### config.mk
export PLATFORM = sky130hd
export DESIGN_NAME = mux4_rr_arbiter
export DESIGN_NICKNAME = d
export VERILOG_FILES = /design/src/rtl/mux4_rr_arbiter.sv
export SDC_FILE = /design/constraint.sdc
export NUM_CORES = 1
export LEC_CHECK = 0
export ABC_AREA = 1
export ABC_CLOCK_PERIOD_IN_PS = 4900
export CORE_UTILIZATION = 51
export CTS_CLUSTER_DIAMETER = 80
export DETAILED_ROUTE_END_ITERATION = 8
export GPL_TIMING_DRIVEN = 0
export PLACE_DENSITY_LB_ADDON = 0.1
export SYNTH_ARGS = -nofsm -noshare
export SYNTH_HDL_FRONTEND = slang
export SYNTH_SLANG_ARGS = --single-unit
### constraint.sdc
create_clock -name clk -period 4.9 [get_ports clk]
set_input_delay 0.49 -clock clk [delete_from_list [all_inputs] [get_ports clk]]
set_output_delay 0.49 -clock clk [all_outputs]
set_load 0.05 [all_outputs]
### src/rtl/mux4_rr_arbiter.sv
// Round-robin arbiter and select sequencer for a shared 4:1 mux channel.
// Optional per-owner hold limit enabled by defining MUX4_ARB_HOLD_LIMIT_EN.
module mux4_rr_arbiter #(
   parameter int unsigned DATA_W   = 1,
   parameter int unsigned HOLD_MAX = 4
) (
   input  logic              clk,
   input  logic              rst,
   input  logic [3:0]        req,
   input  logic [DATA_W-1:0] in0,
   input  logic [DATA_W-1:0] in1,
   input  logic [DATA_W-1:0] in2,
   input  logic [DATA_W-1:0] in3,
   output logic [3:0]        gnt,
   output logic [1:0]        sel,
   output logic              busy,
   output logic [DATA_W-1:0] dout
);

   if (HOLD_MAX < 1 || HOLD_MAX > 255) begin : g_bad_hold
      $error("HOLD_MAX must be in 1..255");
   end

   typedef enum logic {
      IDLE  = 1'b0,
      GRANT = 1'b1
   } state_t;

   state_t     state, state_nxt;
   logic [3:0] gnt_nxt;
   logic [1:0] sel_nxt;
   logic       busy_nxt;
   logic [1:0] last_owner, last_owner_nxt;
   logic [3:0] cand;
   logic [1:0] winner;
   logic       found;

`ifdef MUX4_ARB_HOLD_LIMIT_EN
   localparam logic [7:0] HOLD_LIM = 8'(HOLD_MAX);
   logic [7:0] hold_cnt, hold_cnt_nxt;
   logic       hold_hit;
   assign hold_hit = (hold_cnt == HOLD_LIM);
`endif

   // The current owner is excluded from the search so it can never re-win its own slot
   assign cand = (state == GRANT) ? (req & ~gnt) : req;

   // Scan from last_owner+1 upward with natural 2-bit wrap; last_owner itself is last
   always_comb begin
      logic [1:0] idx;
      found  = 1'b0;
      winner = last_owner;
      for (int i = 1; i <= 4; i++) begin
         idx = last_owner + 2'(i);
         if (!found && cand[idx]) begin
            found  = 1'b1;
            winner = idx;
         end
      end
   end

   always_ff @(posedge clk or posedge rst) begin
      if (rst) begin
         state      <= IDLE;
         gnt        <= 4'b0000;
         sel        <= 2'b00;
         busy       <= 1'b0;
         last_owner <= 2'b11;
`ifdef MUX4_ARB_HOLD_LIMIT_EN
         hold_cnt   <= 8'd0;
`endif
      end else begin
         state      <= state_nxt;
         gnt        <= gnt_nxt;
         sel        <= sel_nxt;
         busy       <= busy_nxt;
         last_owner <= last_owner_nxt;
`ifdef MUX4_ARB_HOLD_LIMIT_EN
         hold_cnt   <= hold_cnt_nxt;
`endif
      end
   end

   always_comb begin
      logic take;
      state_nxt      = state;
      gnt_nxt        = gnt;
      sel_nxt        = sel;
      busy_nxt       = busy;
      last_owner_nxt = last_owner;
      take           = 1'b0;
`ifdef MUX4_ARB_HOLD_LIMIT_EN
      hold_cnt_nxt   = hold_cnt;
`endif
      unique case (state)
         IDLE: begin
            take = found;
         end
         GRANT: begin
            if (!req[sel]) begin
               if (found) begin
                  take = 1'b1;
               end else begin
                  state_nxt = IDLE;
                  gnt_nxt   = 4'b0000;
                  busy_nxt  = 1'b0;
               end
`ifdef MUX4_ARB_HOLD_LIMIT_EN
            end else if (hold_hit && found) begin
               take = 1'b1;
            end else if (!hold_hit) begin
               hold_cnt_nxt = hold_cnt + 8'd1;
`endif
            end
         end
         default: begin
            state_nxt = IDLE;
         end
      endcase
      if (take) begin
         state_nxt      = GRANT;
         gnt_nxt        = 4'(4'b0001 << winner);
         sel_nxt        = winner;
         busy_nxt       = 1'b1;
         last_owner_nxt = winner;
`ifdef MUX4_ARB_HOLD_LIMIT_EN
         hold_cnt_nxt   = 8'd1;
`endif
      end
   end

   // Output steering from registered sel; no storage on the data path
   always_comb begin
      dout = '0;
      if (busy) begin
         unique case (sel)
            2'd0: dout = in0;
            2'd1: dout = in1;
            2'd2: dout = in2;
            2'd3: dout = in3;
            default: dout = '0;
         endcase
      end
   end

endmodule

==> flow_summary.ini <==
[outcome]
status = finished, final reports clean

[synth]
yosysSeqAreaShare = 0.3459
synth_edf_count = 0
synth_most_common_cell = nand2_1
ys_async_sr_fraction = 1.000
synth_area_um2 = 730.7
synth_commonest_cells = 41 x nand2_1, 24 x nand3_1, 8 x dfrtp_1
syn-mean-instance-area_um2 = 6.893
synthCells = 106
synth_top_area_cell = dfrtp_1
netlist_top_cells_area = dfrtp_1 27%, nand2_1 21%, nand3_1 16%, dfstp_2 7.2%, o21ai_4 4.5%
syn-num-nets = 116
synth_top_area_frac = 0.2740
ys_ff_latch = 10
synthDistinctLibCells = 21
yosysWarnings = 0
ys.flop_type = dfrtp_1

[worst_setup_path]
crit_arrival_ns = 2.08
cp-end-kind = output port
cp-start-kind = primary input
cp.required_ns = 4.41
ff2ff_path_depth = 10
critical_path_class = primary input to output port
worstPathMaxFanout = 1

[clocking]
cts_resized = 0
cts_inserted_buffers = 3
root_buffer = clkbuf_4
postCtsSetupRepairBufs = 0
clock_path_buffers = 2
clock_sinks = 10
ctsHoldBuffers = 0
path_clk_slew_ns = 0.07
cts_max_level = 1
worstSkewPairLatency_ns = 0.27
cts_tree = built

[timing]
hold_viol = 0
fin_setup_tns_ns = 0
min_period_ns = 2.570
drv_slew = 0
tightest_slew_ns = 0.4962
setup_violations = 0
rsz0062_at_grt = false
finalCritPeriodShare = 0.5245
slew_headroom = 0.6681
finClkSkew_ns = 0.001627
timing.hold.ws_ns = 0.4986
max_freq_mhz = 389.1

[finish]
n_antenna_cell = 0
final_cell_area_um2 = 955.9
nets = 138
drive_gt1_frac = 0.1417
filler_cell_count = 124
stdcell_count = 142
area_growth_syn_to_layout_pct = 30.82

[routing]
wl_per_cell_um = 12.60
routed_wl_um = 1789
final_antenna_net_count = 0
dr.pass1.iters = 5
avgViaCountPerCell = 5.549
vias = 788
drc = 0
drt_iter0_drc = 24

[die]
core_region_area_mm2 = 0.001318
die_w_um = 39.85
die-area_mm2 = 0.001588
die_y_um = 39.85
rows = 13
initial_core_util = 0.5546
pin_count = 18

[job]
maxCapViolCount = 0

[global_routing]
grt_pass1_vias = 689
grt_pass1_wl_um = 2870
grt_use_total = 0.2761
overflow = 0
antenna_found_initial = 0
grt_max_degree = 11

[placed_design]
place_hpwl_um = 1415
place_inst = 138
place.gp.congestion = 0.8003
numPortBuffers = 17
place_area_um2 = 919.6

[worst_hold_path]
hp-class = primary input to asynchronous set/reset pin
==> logic make-up (layout without fill, tap and decap cells) <==
| family | count (synthesis) | count (layout) | share of synthesized area |
|---|---|---|---|
| buffers and inverters | 10 | 31 | 0.07535 |
| AO/OA/AOI/OAI | 13 | 13 | 0.1284 |
| AND/OR/NAND/NOR | 73 | 73 | 0.4504 |
| flip-flops | 10 | 10 | 0.3459 |
==> cells in the final DEF (no fill, tap or decap) <==
| cell type | instances |
|---|---|
| a31oi_1 | 1 |
| nor2_2 | 1 |
| inv_2 | 2 |
| clkbuf_4 | 3 |
| clkdlybuf4s50_1 | 17 |
| nand3_2 | 2 |
| o21ai_1 | 5 |
| nand2_1 | 41 |
| nand2_2 | 1 |
| clkbuf_8 | 1 |
| inv_4 | 1 |
| a21oi_1 | 2 |
| inv_8 | 1 |
| dfrtp_1 | 8 |
| nor2_1 | 3 |
| dfstp_2 | 2 |
| nand3_1 | 24 |
| inv_1 | 5 |
| buf_6 | 1 |
| o211ai_1 | 1 |
| o21ai_4 | 2 |
| o21ai_0 | 1 |
| nand2_4 | 1 |
| o31ai_1 | 1 |
==> cell type report <==
class                           instances  area [um2]  area share
Buffer                                  1       11.26     0.01178
Clock buffer                            4       36.28     0.03796
Inverter                                9       43.79     0.04581
Multi-Input combinational cell         86       422.9      0.4424
Sequential cell                        10       252.7      0.2644
Tap cell                               15       18.77     0.01963
Timing Repair Buffer                   17       170.2      0.1780
==> per-stage QoR <==
stage,utilization,setup WS [ns]
after floorplan,-,2.693
after global placement,0.6980,2.408
after detailed placement,0.6980,2.338
after CTS,0.7255,2.322
after global routing,0.7255,2.276
final,0.7255,2.330
==> worst max-delay path, cell delays in order <==
cell and delay (ns):
clkdlybuf4s50_1 0.45, o21ai_0 0.10, a31oi_1 0.20, clkdlybuf4s50_1 0.83
==> sequential cells by signal, summed over array words and instances (netlist names) <==
| register | flops |
|---|---|
| gnt | 4 |
| last_owner | 2 |
| sel | 2 |
| busy | 1 |
| state | 1 |
==> layer usage <==
layer  vias up  GRT usage  routed length (um)
li1        398          -                   -
met1       348     0.3403                 810
met2        38     0.4672                 835
met3         4    0.05114                 113
met4         0     0.1034                  30
met5         -          0                   0
==> worst paths after layout <==
path                                     from  slack [ns]             to
worst max-delay path                      in1        2.33           dout
worst min-delay path                      rst        0.50         sel[1]
worst min register to register           busy        0.55           busy
max in group asynchronous                 rst        4.08  last_owner[0]
min in group clk                         busy        0.55           busy
worst max register to register  last_owner[0]        3.03         sel[1]
Power is left out: the tool's default activity adds up to more than one toggle a clock period on the data nets, which glitch-free logic cannot reach.
